`config.mk`:
```
export PLATFORM = sky130hd
export DESIGN_NAME = sevenseg_scan_driver
export DESIGN_NICKNAME = d
export VERILOG_FILES = /design/src/rtl/sevenseg_pkg.sv /design/src/rtl/sevenseg_hex_font_decode.sv /design/src/rtl/sevenseg_scan_driver.sv
export SDC_FILE = /design/constraint.sdc
export NUM_CORES = 1
export LEC_CHECK = 0
export ABC_AREA = 1
export BUFFER_PORTS_ARGS = -buffer_cell sky130_fd_sc_hd__buf_4
export CORE_ASPECT_RATIO = 1.25
export CORE_MARGIN = 3
export CORE_UTILIZATION = 55
export CTS_CLUSTER_DIAMETER = 150
export DETAILED_ROUTE_END_ITERATION = 8
export GPL_ROUTABILITY_DRIVEN = 0
export GPL_TIMING_DRIVEN = 0
export PLACE_DENSITY = 0.76
export SLEW_MARGIN = 10
export SYNTH_ARGS = -nofsm -noshare
export SYNTH_HDL_FRONTEND = slang
export SYNTH_SLANG_ARGS = --single-unit
```
`constraint.sdc`:
```
create_clock -name clk -period 2.9 [get_ports clk]
set_input_delay 0.725 -clock clk [delete_from_list [all_inputs] [get_ports clk]]
set_output_delay 0.725 -clock clk [all_outputs]
set_load 0.05 [all_outputs]
```
`src/rtl/sevenseg_pkg.sv`:
```
// Shared definitions for the seven-segment scan driver.
// Contents:
//   seg_t     - seven-segment pattern, ordered {a,b,c,d,e,f,g} from MSB to LSB
//   SEG_OFF   - active-low pattern with every segment dark
//   HEX_FONT  - active-high 0..F hex font, indexed by nibble value
package sevenseg_pkg;

   typedef logic [6:0] seg_t;

   localparam seg_t SEG_OFF = 7'h7F;

   // Active-high glyphs; the decoder inverts them for the common-anode bank.
   localparam seg_t HEX_FONT [16] = '{
      7'h7E, 7'h30, 7'h6D, 7'h79,
      7'h33, 7'h5B, 7'h5F, 7'h70,
      7'h7F, 7'h7B, 7'h77, 7'h1F,
      7'h4E, 7'h3D, 7'h4F, 7'h47
   };

endpackage

```
`src/rtl/sevenseg_hex_font_decode.sv`:
```
// Combinational hex-to-seven-segment decoder.
// Ports:
//   nibble   - 4-bit value to display
//   segments - active-low segment pattern {a,b,c,d,e,f,g}
module hex_font_decode
   import sevenseg_pkg::*;
(
   input  logic [3:0] nibble,
   output logic [6:0] segments
);

   // The package font is active-high; the display is common-anode, so invert.
   always_comb begin
      segments = ~HEX_FONT[nibble];
   end

endmodule

```
`src/rtl/sevenseg_scan_driver.sv`:
```
// Time-multiplexed driver for NUM_DIGITS common-anode seven-segment digits.
// Each digit owns a slot of REFRESH_DIV cycles; the first GHOST_CYCLES of a
// slot keep every anode off so the previous digit's pattern cannot ghost.
// New values are captured on 'load' and only committed to the display at the
// frame wrap, so a frame never shows a mixture of old and new digits.
// Ports:
//   clk, rst    - clock and synchronous active-high reset
//   value_in    - nibble i is shown on digit i (digit 0 rightmost)
//   blank_in    - per-digit force-dark
//   dp_in       - per-digit decimal point enable
//   lzs_en      - leading-zero suppression enable
//   load        - strobe capturing value_in/blank_in/dp_in/lzs_en
//   pending     - a captured value is waiting for the frame wrap
//   frame_tick  - one-cycle pulse in the cycle after each frame wrap
//   anodes      - active-low digit enables
//   segments    - active-low segments {a,b,c,d,e,f,g}
//   dp_n        - active-low decimal point
module sevenseg_scan_driver
   import sevenseg_pkg::*;
#(
   parameter int NUM_DIGITS   = 8,
   parameter int REFRESH_DIV  = 100000,
   parameter int GHOST_CYCLES = 1000
)
(
   input  logic                    clk,
   input  logic                    rst,
   input  logic [4*NUM_DIGITS-1:0] value_in,
   input  logic [NUM_DIGITS-1:0]   blank_in,
   input  logic [NUM_DIGITS-1:0]   dp_in,
   input  logic                    lzs_en,
   input  logic                    load,
   output logic                    pending,
   output logic                    frame_tick,
   output logic [NUM_DIGITS-1:0]   anodes,
   output logic [6:0]              segments,
   output logic                    dp_n
);

   localparam int SLOT_W = $clog2(REFRESH_DIV);
   localparam int IDX_W  = (NUM_DIGITS > 1) ? $clog2(NUM_DIGITS) : 1;

   localparam logic [SLOT_W-1:0] SLOT_LAST = SLOT_W'(REFRESH_DIV - 1);
   localparam logic [SLOT_W-1:0] GHOST_END = SLOT_W'(GHOST_CYCLES);
   localparam logic [IDX_W-1:0]  IDX_LAST  = IDX_W'(NUM_DIGITS - 1);

   // Reject parameter sets the counters and anode decode cannot represent.
   if (NUM_DIGITS < 1 || NUM_DIGITS > 16) begin : g_bad_num_digits
      $error("sevenseg_scan_driver: NUM_DIGITS must be in 1..16");
   end
   if (REFRESH_DIV < 2) begin : g_bad_refresh_div
      $error("sevenseg_scan_driver: REFRESH_DIV must be at least 2");
   end
   if (GHOST_CYCLES < 0 || GHOST_CYCLES >= REFRESH_DIV) begin : g_bad_ghost
      $error("sevenseg_scan_driver: GHOST_CYCLES must be below REFRESH_DIV");
   end

   logic [SLOT_W-1:0]       slot_cnt;
   logic [IDX_W-1:0]        digit_idx;
   logic                    slot_end;
   logic                    commit;

   logic [4*NUM_DIGITS-1:0] pending_value;
   logic [NUM_DIGITS-1:0]   pending_blank;
   logic [NUM_DIGITS-1:0]   pending_dp;
   logic                    pending_lzs;

   logic [4*NUM_DIGITS-1:0] display_value;
   logic [NUM_DIGITS-1:0]   display_blank;
   logic [NUM_DIGITS-1:0]   display_dp;
   logic                    display_lzs;

   logic [NUM_DIGITS-1:0]   suppress;
   logic                    zero_run;
   logic [3:0]              cur_nibble;
   logic                    cur_dark;
   logic                    cur_dp;
   logic [6:0]              font_seg;
   logic [NUM_DIGITS-1:0]   anode_next;

   assign slot_end = (slot_cnt == SLOT_LAST);
   assign commit   = slot_end && (digit_idx == IDX_LAST);

   // Slot counter and digit index; the digit advances on the last slot cycle
   // and the wrap back to digit 0 is the commit point.
   always_ff @(posedge clk) begin
      if (rst) begin
         slot_cnt  <= '0;
         digit_idx <= '0;
      end else if (slot_end) begin
         slot_cnt  <= '0;
         digit_idx <= (digit_idx == IDX_LAST) ? '0 : digit_idx + 1'b1;
      end else begin
         slot_cnt  <= slot_cnt + 1'b1;
      end
   end

   // Pending and display registers. A load landing exactly on the commit point
   // goes straight to the display so it is not delayed by a whole frame.
   always_ff @(posedge clk) begin
      if (rst) begin
         pending       <= 1'b0;
         pending_value <= '0;
         pending_blank <= '0;
         pending_dp    <= '0;
         pending_lzs   <= 1'b0;
         display_value <= '0;
         display_blank <= '0;
         display_dp    <= '0;
         display_lzs   <= 1'b0;
      end else if (commit && load) begin
         pending       <= 1'b0;
         display_value <= value_in;
         display_blank <= blank_in;
         display_dp    <= dp_in;
         display_lzs   <= lzs_en;
      end else if (commit && pending) begin
         pending       <= 1'b0;
         display_value <= pending_value;
         display_blank <= pending_blank;
         display_dp    <= pending_dp;
         display_lzs   <= pending_lzs;
      end else if (load) begin
         pending       <= 1'b1;
         pending_value <= value_in;
         pending_blank <= blank_in;
         pending_dp    <= dp_in;
         pending_lzs   <= lzs_en;
      end
   end

   // Leading-zero mask: walk down from the top digit while every nibble seen
   // so far is zero. Digit 0 is never suppressed so a zero value still shows.
   always_comb begin
      zero_run = 1'b1;
      suppress = '0;
      for (int i = NUM_DIGITS - 1; i > 0; i--) begin
         zero_run    = zero_run & (display_value[4*i +: 4] == 4'h0);
         suppress[i] = display_lzs & zero_run;
      end
   end

   // Select the attributes of the digit currently being scanned.
   always_comb begin
      cur_nibble = 4'h0;
      cur_dark   = 1'b0;
      cur_dp     = 1'b0;
      for (int i = 0; i < NUM_DIGITS; i++) begin
         if (digit_idx == IDX_W'(i)) begin
            cur_nibble = display_value[4*i +: 4];
            cur_dark   = display_blank[i] | suppress[i];
            cur_dp     = display_dp[i];
         end
      end
   end

   hex_font_decode u_font (
      .nibble   (cur_nibble),
      .segments (font_seg)
   );

   // Only the scanned digit's anode is pulled low, and only once the
   // dead-time window at the start of its slot has elapsed.
   always_comb begin
      anode_next = '1;
      for (int i = 0; i < NUM_DIGITS; i++) begin
         if (digit_idx == IDX_W'(i) && slot_cnt >= GHOST_END) begin
            anode_next[i] = 1'b0;
         end
      end
   end

   // Registered outputs so the pins never glitch while the mux settles.
   always_ff @(posedge clk) begin
      if (rst) begin
         anodes     <= '1;
         segments   <= SEG_OFF;
         dp_n       <= 1'b1;
         frame_tick <= 1'b0;
      end else begin
         anodes     <= anode_next;
         segments   <= cur_dark ? SEG_OFF : font_seg;
         dp_n       <= ~cur_dp;
         frame_tick <= commit;
      end
   end

endmodule

```
### After elaboration in Yosys (flattened, before gate mapping)

Memories as Yosys holds them, arrays and structs flattened.
Index checks and enable logic that the tools add are counted.

| storage, ports and cells | value |
|---|---|
| memories | 1 |
| ROM bits | 112 |
| bits in registers | 136 |
| output and inout port bits | 18 |
| bits of input ports | 52 |
| word-level logic and storage cells | 120 |

Memory list:

| memory | words | width | read ports | clocked after Yosys merged registers in | write ports | line | source |
|---|---|---|---|---|---|---|---|
| (no name shown) | 16 | 7 | 1 | 0 | 0 | sevenseg_hex_font_decode.sv:14 | `segments = ~HEX_FONT[nibble];` |

| cells by class | value |
|---|---|
| reduce and logical (&&, ||, !) cells | 24 |
| equal/unequal tests | 8 |
| magnitude comparators | 2 |
| muxes and demuxes | 43 |
| add/subtract/negate cells | 2 |
| bitwise operators | 25 |

Operators with widths:

| kind | count |
|---|---|
| $mux 32 | 2 |
| $mux 4 | 8 |
| $mux 8 | 4 |
| $logic_not 4->1 | 7 |
| $mux 1 | 26 |
| $add 17x1->17 const B | 1 |
| $eq 17x17->1 const B | 1 |
| $ge 17x10->1 const B | 1 |
| $mux 7 | 2 |
| $and 1x1->1 | 13 |
| $eq 3x3->1 const B | 4 |
| $logic_and 1x1->1 | 11 |
| $not 7->7 | 1 |
| $or 1x1->1 | 7 |
| $eq 3x2->1 const B | 2 |
| $ge 5x5->1 const B | 1 |
| $not 4->5 | 1 |
| $reduce_or 2->1 | 2 |
| $add 3x1->3 const B | 1 |
| $eq 3x1->1 const B | 1 |
| $logic_not 3->1 | 1 |
| $mux 3 | 1 |
| $not 1->1 | 3 |
| $reduce_and 3->1 | 1 |
| 2 further kinds | 2 |

### Logic depth before layout (Yosys ltp)

Gate-level depths: netlist of the first run.

| logic depth | value |
|---|---|
| depth in word-level cells | 17 |
| depth in mapped cells | 20 |
| gate-level depth less buffers | 20 |

### Hierarchy

A second synthesis of the first run with hierarchy kept.

| second synthesis, totals | value |
|---|---|
| cells, all modules | 792 |
| area total of the unflattened synthesis | 5992.0 um2 |

Modules (own cells, without submodules):

| module | times used | sequential area each (um2) | cells an instance | area each (um2) |
|---|---|---|---|---|
| sevenseg_scan_driver | 1 | 2722.6 | 742 | 5711.7 |
| hex_font_decode | 1 | 0.0 | 50 | 280.3 |

### Worst setup path after synthesis of the first run

OpenSTA, ideal clock, no wires.

| path | value |
|---|---|
| path kind | register -> register |
| start | register digit_idx[1] |
| end | register segments[3] |
| buffers on the path | 0 |
| data required time | 2.765 ns |
| period minus slack after synthesis | 2.343 ns |
| arrival time | 2.208 ns |
| slack | 0.557 ns |
| library setup time | 0.135 ns |
| stages on the path, launching flop included | 19 |
| cells stage by stage | dfxtp_1 inv_1 ha_1 inv_1 nor2_1 nand2_1 nand3_1 nand3_1 nand2_1 nand2_1 nand2_1 nand2_1 a21oi_2 inv_1 ha_1 nand3_1 nand2_1 nor2_1 nand3_1 |

| between the ends | value |
|---|---|
| cells in the longest elaborated chain, start to end | 14 |
| elaborated cells on any way between the ends | 30 |
| those cells by class | eq/ne (7); mux (18); bitwise (2); reduce/logical (2); memory (1) |

Ends and longest elaborated chain:

| item | line | source |
|---|---|---|
| from (decl) | sevenseg_scan_driver.sv:59 | `logic [IDX_W-1:0] digit_idx;` |
| from (signal assigned) | sevenseg_scan_driver.sv:92 | `digit_idx <= (digit_idx == IDX_LAST) ? '0 : digit_idx + 1'b1;` |
| $logic_not 3->1 | sevenseg_scan_driver.sv:149 | `if (digit_idx == IDX_W'(i)) begin` |
| $mux 4 (8 in a row) | sevenseg_scan_driver.sv:149 |  |
| $not 4->5 (implied by the code) | sevenseg_hex_font_decode.sv:14 |  |
| $mem_v2 16x7 | n/a |  |
| $mux 7 (implied by the code) (2 in a row) | sevenseg_hex_font_decode.sv:14 |  |
| $not 7->7 | sevenseg_hex_font_decode.sv:14 |  |
| to (signal assigned) | sevenseg_scan_driver.sv:182 | `segments <= cur_dark ? SEG_OFF : font_seg;` |
| to (decl) | sevenseg_scan_driver.sv:36 | `output logic [6:0] segments,` |

Several ways; a longest one is shown, not always the timed one. The select of a mux whose other input is x is not followed.
A chain may end at the register's enable or synchronous reset.

### Worst setup path after layout of the first run

Ends and elaborated chain as after synthesis.

==> results of run 1 <==
==> cells by family after synthesis <==
| logic type | after synthesis | share of synthesized area [%] |
|---|---|---|
| DFF | 136 | 45.3 |
| xor gates and xnor gates | 2 | 0.291 |
| AOI/OAI and AO/OA | 245 | 21.8 |
| buffers and inverters | 110 | 7.63 |
| and+or+nand+nor | 315 | 22.1 |
| adders and majority gates | 14 | 2.91 |
==> metal layers <==
metal	share of wire (%)	up-vias	GRT usage [%]
met5	0	-	0
met4	3.2	0	13.7
met3	5.0	45	4.91
met2	52	210	51.2
met1	39	2813	30.8
li1	-	2935	-
==> critical path: stages (launching register included) <==
cell	delay (ns)
dfxtp_1	0.33
inv_1	0.10
ha_1	0.19
inv_1	0.14
nor2_4	0.21
nand2_1	0.07
nand3_1	0.10
nand3_1	0.09
nand2_1	0.08
nand2_1	0.05
nand2_1	0.06
nand2_1	0.09
a21oi_4	0.21
inv_1	0.13
ha_1	0.32
nand3_1	0.09
nand2_1	0.05
nor2_1	0.10
nand3_1	0.08
==> worst max-delay path by stage <==
| stage | slack [ns] | cells past startpoint | endpoint | from |
|---|---|---|---|---|
| floorplan | 0.56 | 18 | segments[3]$_SDFF_PP1_ | digit_idx[1]$_SDFFE_PP0N_ |
| global placement | 0.05 | 11 | segments[3]$_SDFF_PP1_ | digit_idx[0]$_SDFFE_PP0N_ |
| detailed placement | -0.03 | 11 | segments[3]$_SDFF_PP1_ | digit_idx[0]$_SDFFE_PP0N_ |
| CTS | 0.006 | 18 | segments[3]$_SDFF_PP1_ | digit_idx[1]$_SDFFE_PP0N_ |
| global route | 0.01 | 12 | segments[3]$_SDFF_PP1_ | digit_idx[0]$_SDFFE_PP0N_ |
| finish | 0.26 | 18 | segments[3]$_SDFF_PP1_ | digit_idx[1]$_SDFFE_PP0N_ |
==> power by group <==
part / total [mW] / switching, mW / internal, mW
sequential: 1.95 / 0.0289 / 1.93
combinational: 0.274 / 0.161 / 0.113
clock: 2.43 / 0.810 / 1.62
==> stage by stage <==
stage                     setup TNS (ns)  hold slack (ns)  cell area [µm²]  utilization [%]  setup slack, ns
after floorplan                        0            0.430             6020                -            0.557
after global placement                 0            0.444             6700             63.1           0.0466
after detailed placement         -0.0563            0.468             6700             63.1          -0.0346
after CTS                              0            0.481             7370             69.4          0.00638
after global routing                   0            0.500             7400             69.7           0.0108
final                                  0            0.472             7400             69.7            0.258
==> state kept, by name (all words and copies together), names as in the netlist, 3 cells and up <==
| register | count |
|---|---|
| anodes | 8 |
| digit_idx | 3 |
| display_blank | 8 |
| display_dp | 8 |
| display_value | 32 |
| pending_blank | 8 |
| pending_dp | 8 |
| pending_value | 32 |
| segments | 7 |
| slot_cnt | 17 |
==> synthesized netlist by cell type <==
cell | number | share of area, %
a21oi_2 | 1 | 0.15
xor2_1 | 2 | 0.29
nor2_4 | 2 | 0.37
nor4_2 | 2 | 0.42
nor2_1 | 142 | 8.9
o31a_1 | 1 | 0.15
o2111ai_1 | 1 | 0.15
a31oi_1 | 2 | 0.21
nor3_1 | 8 | 0.67
buf_1 | 2 | 0.12
dfxtp_1 | 136 | 45
or2_2 | 1 | 0.10
buf_2 | 15 | 1.2
buf_4 | 1 | 0.12
clkbuf_2 | 1 | 0.083
nor2_2 | 1 | 0.10
o21ai_2 | 1 | 0.15
or2_0 | 3 | 0.31
buf_6 | 3 | 0.56
nor3b_1 | 3 | 0.37
nand2_1 | 103 | 6.4
o21ai_1 | 3 | 0.25
nand2_2 | 5 | 0.52
nand3_1 | 37 | 3.1
nor4_1 | 2 | 0.21
o21a_1 | 1 | 0.12
clkbuf_1 | 22 | 1.4
o22ai_1 | 49 | 5.1
nand4_1 | 5 | 0.52
inv_2 | 4 | 0.25
ha_1 | 14 | 2.9
o211ai_1 | 2 | 0.25
o21ai_0 | 115 | 9.6
a21oi_1 | 69 | 5.7
nand3b_1 | 1 | 0.12
inv_1 | 62 | 3.9
==> final cells by class <==
type | instances | area share [%]
Multi-Input combinational cell | 576 | 38.7
Buffer | 43 | 2.81
Clock buffer | 21 | 6.50
Clock inverter | 11 | 2.60
Sequential cell | 136 | 36.8
Inverter | 66 | 3.35
Tap cell | 132 | 2.23
Timing Repair Buffer | 69 | 7.00
==> timing repair <==
item	4_1_cts	5_1_grt
hold buffers	0	0
buffers inserted	0	0
resized for setup	1	7
setup endpoints to repair	3	7
==> metrics.md, run 1 <==
| Metric | Value |
|---|---|
| Worst rel slew slack | `53.7%` |
| Fin crit period | `2.64 ns` |
| H-Tree Depth | `4` |
| Largest net degree at the start of global routing | `17` |
| Number of synthesis warnings | `0` |
| Number of I/O pins | `70` |
| Endpoints failing setup | `0` |
| Initial Util | `56.7%` |
| Row cnt | `42` |
| Hold worst-path end | `slot_cnt[0]$_SDFF_PP0_` |
| Max-cap check violation count | `0` |
| CTS Buffer Depth | `2` |
| Register Area | `2720 µm²` |
| Die Span X | `99.5 µm` |
| Reg2reg start | `digit_idx[1]$_SDFFE_PP0N_` |
| Startpoint type of the worst setup path | `flip-flop` |
| Outcome | `finished, final reports clean` |
| Iteration-0 DRC Markers | `381` |
| WL per Instance | `15.7 µm` |
| Yosys reg bits | `~140` |
| Worst-Margin Slew | `0.694 ns` |
| Reg-to-reg slack, setup | `0.26 ns` |
| CP Capture Type | `flip-flop` |
| RSZ-0062 raised after global routing | `false` |
| Mapped Avg Cell Area | `7.32 µm²` |
| # diodes | `0` |
| R2R cell count | `18` |
| TritonCTS clock tree | `built` |
| Total Routed Length | `16600 µm` |
| Worst min-delay path category | `reg2reg` |
| GRT Total Usage | `27.9%` |
| Max Slew Vio Count | `0` |
| Multi-input gate area | `2860 µm²` |
| Latest clock arrival within the worst-skew pair | `roughly 0.42 ns` |
| Filler Cells Inserted | `932` |
| Final period util | `91.1%` |
| FF-to-FF End | `segments[3]$_SDFF_PP1_` |
| Power per cell area | `629 nW/µm²` |
| Inst Count DP | `between 1000 and 1500` |
| Drt first pass iters | `5` |
| Most frequent cells in the layout | `nor2_1, dfxtp_1, o21ai_0, nand2_1, buf_4` |
| Vias/cell | `5.70` |
| Chip height | `123 µm` |
| Cell Area, Synth | `6020 µm²` |
| Vias in the first global route | `5928` |
| Achievable Freq | `378 MHz` |
| Core ar. | `10600 µm²` |
| Crit Path Max Fanout | `7` |
| DP HPWL | `between 10000 and 15000 µm` |
| Critical Path RT | `3.18 ns` |
| Routed via count | `6003` |
| Initial antenna violation count | `0` |
| Num Clock Sinks | `around 140` |
| DRC | `0` |
| Final Hold Vio Count | `0` |
| Die area | `12200 µm²` |
| Area growth, synth to finish | `23.0%` |
| Sequential fraction of the synthesis area | `45.3%` |
| First-pass GRT wire length | `around 27000 µm` |
| GRT overflow | `0` |
| IO Port Bufs | `approximately 70` |
| Final Net Count | `975` |
| Post-DRT Antenna Nets | `0` |
| Mapped Cells | `822` |
| Mapped Nets | `888` |
| Min-delay src | `slot_cnt[0]$_SDFF_PP0_` |
| Final Skew | `0.00879 ns` |
| Worst hold stages | `1` |
| CTS root buf | `clkbuf_16` |
| Max rail drop VDD | `426 µV` |
| TritonCTS buffer count | `17` |
| WS Path Type | `reg2reg` |
| Final std cells w/o fill | `1054` |
| Clk slew on worst S/H paths | `0.06 ns` |
| Critical Path AT | `2.92 ns` |
| Share of layout cells above drive strength 1 | `15.4%` |
| Tot Pwr | `4.66 mW` |
| Commonest non-fill, non-tap cell in the layout | `nor2_1` |
| Unique masters post-synth | `36` |
| P_leak | `about 3.1 nW` |
Note: power is estimated with default switching activity, not from simulation.
==> inputs of run 2 (changes only) <==
--- a/config.mk
+++ b/config.mk
@@ -11,11 +11,14 @@
 export CORE_MARGIN = 3
 export CORE_UTILIZATION = 55
 export CTS_CLUSTER_DIAMETER = 150
+export CTS_CLUSTER_SIZE = 14
 export DETAILED_ROUTE_END_ITERATION = 8
 export GPL_ROUTABILITY_DRIVEN = 0
 export GPL_TIMING_DRIVEN = 0
 export PLACE_DENSITY = 0.76
+export SKIP_CTS_REPAIR_TIMING = 1
 export SLEW_MARGIN = 10
 export SYNTH_ARGS = -nofsm -noshare
 export SYNTH_HDL_FRONTEND = slang
+export SYNTH_HIERARCHICAL = 1
 export SYNTH_SLANG_ARGS = --single-unit
==> run 2 against run 1 <==
Against the previous run: critical endpoint is now segments[5]$_SDFF_PP1_; largest cell class unchanged; synthesized cell count fell by 3.6%; highest routed layer unchanged; largest power group unchanged; sequential share of layout area is 0.31 points higher; maximum frequency fell by 2.9%; sequential cell count unchanged.
==> metrics.md, run 2 <==
| Metric | Value |
|---|---|
| Die Span X | `99.4 µm` |
| Achievable Freq | `367 MHz` |
| IO Port Bufs | `69` |
| Drt first pass iters | `5` |
| Mapped Avg Cell Area | `approximately 7.6 µm²` |
| Cell Area, Synth | `5990 µm²` |
| TritonCTS buffer count | `17` |
| CTS root buf | `clkbuf_16` |
| Worst slack at placement | `-0.249 ns` |
| Final period util | `between 90% and 100%` |
| Top Registers | `display_value: 32 flops, pending_value: 32 flops, slot_cnt: 17 flops` |
| Hold slack final | `a little under 0.5 ns` |
| Fin area | `7350 µm²` |
| WL per Instance | `roughly 16 µm` |
| Final Hold Vio Count | `0` |
| Multi-input gate area | `2860 µm²` |
| Leading post-synthesis cells by cell area | `dfxtp_1, o21ai_0, nor2_1, a21oi_1, o22ai_1` |
| Sequential fraction of the synthesis area | `between 40% and 50%` |
| Max-cap check violation count | `0` |
| DRC | `0` |
| Max rail drop VDD | `360 µV` |
| Final Net Count | `around 950` |
| Outcome | `finished, final reports clean` |
| CTS Buffer Depth | `2` |
| First-pass GRT wire length | `25900 µm` |
| Post-synth top cells | `dfxtp_1, nor2_1, o21ai_0, nand2_1, a21oi_1` |
| Row cnt | `42` |
| Area leader, netlist | `dfxtp_1` |
| Power per cell area | `603 nW/µm²` |
| Worst rel slew slack | `between 40% and 50%` |
| Count leader, synth | `dfxtp_1` |
| P_int | `3.47 mW` |
| Startpoint type of the worst setup path | `flip-flop` |
| EDFF count, synth | `0` |
| PnR worst setup slack | `0.178 ns` |
| Critical Path RT | `3.17 ns` |
| WS Path Type | `reg2reg` |
| Flop pwr share | `44.1%` |
| Final Skew | `0.00702 ns` |
| Clock network fraction of design power | `49.6%` |
| P_leak | `between 3 and 4 nW` |
| H-Tree Depth | `4` |
| DP Area | `6680 µm²` |
| Number of synthesis warnings | `6` |
| Worst-Margin Slew | `0.822 ns` |
| Clk slew on worst S/H paths | `0.06 ns` |
| Gate power share | `roughly 6.3%` |
| # diodes | `0` |
| Worst hold stages | `2` |
| TritonCTS clock tree | `built` |
| Switching power | `0.961 mW` |
| CP Capture Type | `flip-flop` |
| Setup TNS Final | `0 ns` |
| Synth Flop Type | `dfxtp_1` |
| Filler Cells Inserted | `a little over 900` |
| Vias/cell | `5.74` |
| Core ar. | `10600 µm²` |
| Endpoints failing setup | `0` |
| Async SR Flop Fraction | `0%` |
| Share of layout cells above drive strength 1 | `17.5%` |
| R2R cell count | `19` |
| Post-DRT Antenna Nets | `0` |
| Switch share | `21.7%` |
| Iteration-0 DRC Markers | `376` |
| Initial antenna violation count | `0` |
| Critical Path AT | `2.99 ns` |
| Latest clock arrival within the worst-skew pair | `0.42 ns` |
| Total Routed Length | `15900 µm` |
| Commonest non-fill, non-tap cell in the layout | `dfxtp_1` |
| Area growth, synth to finish | `22.6%` |
| Routed via count | `5883` |
| Crit Path Max Fanout | `10` |
| Number of I/O pins | `70` |
| Die area | `12200 µm²` |
| GRT Total Usage | `26.4%` |
| Register Area | `approximately 2700 µm²` |
| Max Slew Vio Count | `0` |
| Chip height | `between 100 and 150 µm` |
| Fin crit period | `between 2 and 3 ns` |
| Yosys top cell area share | `a little under half` |
| Vias in the first global route | `5631` |
| Tot Pwr | `4.43 mW` |
| Yosys reg bits | `136` |
| Worst min-delay path category | `reg2reg` |
| Unique masters post-synth | `41` |
| Num Clock Sinks | `136` |
| GRT overflow | `0` |
| Mapped Nets | `858` |
| DP HPWL | `11500 µm` |
| Mapped Cells | `between 700 and 800` |
| Most frequent cells in the layout | `dfxtp_1, nor2_1, o21ai_0, nand2_1, buf_4` |
| Initial Util | `56.4%` |
| Largest net degree at the start of global routing | `17` |
[run 2: cell families after synthesis]
kind of cell             after synthesis  synth area share, %
AND/OR/NAND/NOR                      277                 20.4
AO/OA/AOI/OAI                        261                 23.6
flip-flops                           136                 45.4
buffers and inverters                103                 7.50
adder cells (fa/ha/maj)               14                 2.92
XOR/XNOR                               1                0.146
[run 2: area by class of cell]
cell class,count,area share [%]
plain buffers,47,3.29
clock inverters,8,1.64
repair buffers,71,7.26
inverters,56,2.93
well taps,132,2.25
multi-input cells,553,38.9
flip-flops and latches,136,37.1
clock buffers,22,6.59
[run 2: metrics by stage]
stage                     std cells  utilization [%]
after detailed placement        993             62.9
after CTS                      1023             68.6
after floorplan                 792                -
after global routing           1025             69.2
after global placement          993             62.9
final                          1025             69.2
[run 2: metal layers]
layer  routed length [µm]  up-vias  global-route usage, %
met5                    0        -                      0
met4                  329        0                   9.56
met3                  880       29                   5.80
met2                 8290      195                   47.8
met1                 6390     2769                   30.3
li1                     -     2890                      -
[run 2: power by group through the flow]
| stage | clock [mW] | sequential, mW | combinational [mW] |
|---|---|---|---|
| 6_report | 2.20 | 1.96 | 0.279 |
| 5_1_grt | 2.29 | 1.96 | 0.309 |
| 4_1_cts | 2.22 | 1.96 | 0.278 |
| 3_5_place_dp | 0 | 2.00 | 0.278 |
| 3_3_place_gp | 0 | 1.99 | 0.267 |
| 2_1_floorplan | 0 | 2.01 | 0.139 |
[run 2: worst max-delay path, cell delays in order (launching register included)]
cell and delay, ns:
dfxtp_2 0.36, inv_1 0.08, ha_1 0.24, nand2_2 0.10, buf_6 0.14, o21ai_1 0.07, a21oi_1 0.17, o21ai_1 0.09
o211ai_1 0.09, o21ai_0 0.11, o21ai_1 0.23, a31oi_2 0.17, inv_2 0.14, ha_1 0.25, nand2_2 0.08, nand2_1 0.05
nand2_1 0.06, nor2_2 0.04, inv_1 0.05, nand3_1 0.07
[run 2: path summary, 6_finish.rpt]
kind                                      start                             to  slack, ns
hold reg to reg   pending_blank[6]$_SDFFE_PP0P_  pending_blank[6]$_SDFFE_PP0P_       0.48
hold / removal    pending_blank[6]$_SDFFE_PP0P_  pending_blank[6]$_SDFFE_PP0P_       0.48
setup reg to reg      digit_idx[0]$_SDFFE_PP0P_         segments[5]$_SDFF_PP1_       0.18
setup / recovery      digit_idx[0]$_SDFFE_PP0P_         segments[5]$_SDFF_PP1_       0.18
==> inputs of run 3 (changes only) <==
--- a/config.mk
+++ b/config.mk
@@ -8,13 +8,14 @@
 export ABC_AREA = 1
 export BUFFER_PORTS_ARGS = -buffer_cell sky130_fd_sc_hd__buf_4
 export CORE_ASPECT_RATIO = 1.25
-export CORE_MARGIN = 3
+export CORE_MARGIN = 5
 export CORE_UTILIZATION = 55
 export CTS_CLUSTER_DIAMETER = 150
 export CTS_CLUSTER_SIZE = 14
 export DETAILED_ROUTE_END_ITERATION = 8
 export GPL_ROUTABILITY_DRIVEN = 0
 export GPL_TIMING_DRIVEN = 0
+export HOLD_SLACK_MARGIN = 0.1
 export PLACE_DENSITY = 0.76
 export SKIP_CTS_REPAIR_TIMING = 1
 export SLEW_MARGIN = 10
==> run 3 against run 2 <==
Against the previous run: critical path depth unchanged; setup slack lost 0.025 ns; routed wire length grew 1.9%; via count is 0.70% higher; largest cell class unchanged; maximum frequency fell by 0.89%; first-iteration DRC count fell by 1.1%; critical endpoint unchanged; power down 3.2%; sequential share of layout area is 0.27 points higher; cell count stayed put; design area shrank 0.73%.
==> metrics.md, run 3 (synthesis gave the netlist of run 2 again) <==
| Metric | Value |
|---|---|
| IO Port Bufs | `69` |
| Fin crit period | `2.75 ns` |
| Startpoint type of the worst setup path | `flip-flop` |
| Largest net degree at the start of global routing | `17` |
| Area growth, synth to finish | `21.7%` |
| Drt first pass iters | `5` |
| Worst slack at placement | `-0.275 ns` |
| Clk slew on worst S/H paths | `0.05 ns` |
| Worst min-delay path category | `reg2reg` |
| Post-DRT Antenna Nets | `0` |
| Max-cap check violation count | `0` |
| Endpoints failing setup | `0` |
| TritonCTS clock tree | `built` |
| CP cell instances | `inv_1, ha_1, inv_2, nand2_1, o21ai_1, a21oi_1, o21ai_1, o211ai_1, o21ai_0, o21ai_1, a31oi_2, inv_2, ha_1, nand2_2, nand2_1, nand2_1, nor2_2, inv_1, nand3_1` |
| Inst Count DP | `993` |
| Commonest non-fill, non-tap cell in the layout | `dfxtp_1` |
| WS Path Type | `reg2reg` |
| Core ar. | `10600 µm²` |
| DR WL met3 | `around 930 µm` |
| TritonCTS buffer count | `17` |
| Final period util | `94.7%` |
| PnR worst setup slack | `about 0.15 ns` |
| Initial Util | `56.4%` |
| Max rail drop VDD | `slightly above 400 µV` |
| DR top layer | `met4` |
| Final Hold Vio Count | `0` |
| GRT Total Usage | `24.8%` |
| First-pass GRT wire length | `26200 µm` |
| Initial antenna violation count | `0` |
| Number of I/O pins | `70` |
| Top Registers | `display_value: 32 flops, pending_value: 32 flops, slot_cnt: 17 flops` |
| Routed via count | `5924` |
| DP HPWL | `11600 µm` |
| Die Span X | `103 µm` |
| DRC | `0` |
| Worst rel slew slack | `between 40% and 50%` |
| CTS root buf | `clkbuf_16` |
| CP Capture Type | `flip-flop` |
| Outcome | `finished, final reports clean` |
| Num Clock Sinks | `136` |
| Power per cell area | `588 nW/µm²` |
| Final std cells w/o fill | `1025` |
| # diodes | `0` |
| WL per Instance | `roughly 16 µm` |
| Latest clock arrival within the worst-skew pair | `slightly above 0.4 ns` |
| Final Net Count | `~950` |
| H-Tree Depth | `4` |
| Vias in the first global route | `5789` |
| CTS Buffer Depth | `2` |
| Worst-Margin Slew | `0.793 ns` |
| Crit Path Max Fanout | `6` |
| Vias/cell | `5.78` |
| P_leak | `3.02 nW` |
| Chip height | `127 µm` |
| Total Routed Length | `16200 µm` |
| Tot Pwr | `around 4.3 mW` |
| GRT overflow | `0` |
| Die area | `about 13000 µm²` |
| Achievable Freq | `~360 MHz` |
| Slowest stage delay, CP | `around 0.34 ns` |
| Most frequent cells in the layout | `dfxtp_1, nor2_1, o21ai_0, nand2_1, buf_4` |
| Row cnt | `42` |
| Max Slew Vio Count | `0` |
| M1 WL | `6500 µm` |
| Worst path slowest cell | `dfxtp_2` |
| Share of layout cells above drive strength 1 | `17.1%` |
| Critical Path RT | `about 3.2 ns` |
| Iteration-0 DRC Markers | `372` |
| Critical Path AT | `about 3.0 ns` |
| Final Skew | `0.00537 ns` |
| Met2 Routed Length | `just over 8000 µm` |
-- run 3: cell type report --
cell class	count	area (µm²)
fillers	927	3320
multi-input cells	553	2860
flip-flops and latches	136	2730
repair buffers	71	533
clock buffers	22	464
plain buffers	46	233
inverters	56	215
well taps	132	165
clock inverters	9	100
-- run 3: worst max-delay path, delay by kind of cell (launching register included) --
kind	cells	cell delay [ns]
AO/OA/AOI/OAI	7	0.99
buffers and inverters	4	0.37
adder cells (fa/ha/maj)	2	0.54
AND/OR/NAND/NOR	6	0.36
flip-flops	1	0.34
-- run 3: where the power goes --
part | internal [mW] | total (mW) | leakage [nW] | switching, mW
clock | 1.30 | 2.05 | 0.276 | 0.757
sequential | 1.93 | 1.96 | 1.11 | 0.0293
combinational | 0.117 | 0.281 | 1.64 | 0.164
total | 3.34 | 4.29 | 3.02 | 0.950
-- run 3: metrics by stage --
stage / util [%] / setup TNS, ns / cell area (µm²) / hold WS, ns
2_1_floorplan: - / 0 / 5990 / 0.426
3_3_place_gp: 62.9 / -0.548 / 6680 / 0.440
3_5_place_dp: 62.9 / -1.39 / 6680 / 0.467
4_1_cts: 68.2 / -1.70 / 7240 / 0.480
5_1_grt: 68.7 / -0.0159 / 7290 / 0.501
6_report: 68.7 / 0 / 7290 / 0.473
-- run 3: final timing paths --
path                                               end  slack [ns]  cells after the start                       from
worst max-delay path            segments[5]$_SDFF_PP1_        0.15                     19  digit_idx[1]$_SDFFE_PP0P_
worst min-delay path            slot_cnt[0]$_SDFF_PP0_        0.47                      1     slot_cnt[0]$_SDFF_PP0_
worst max register to register  segments[5]$_SDFF_PP1_        0.15                     19  digit_idx[1]$_SDFFE_PP0P_
worst min register to register  slot_cnt[0]$_SDFF_PP0_        0.47                      1     slot_cnt[0]$_SDFF_PP0_
-- run 3: layer usage --
| layer | GRT usage [%] | vias up |
|---|---|---|
| li1 | - | 2888 |
| met1 | 28.6 | 2756 |
| met2 | 42.4 | 227 |
| met3 | 5.11 | 53 |
| met4 | 12.8 | 0 |
| met5 | 0 | - |
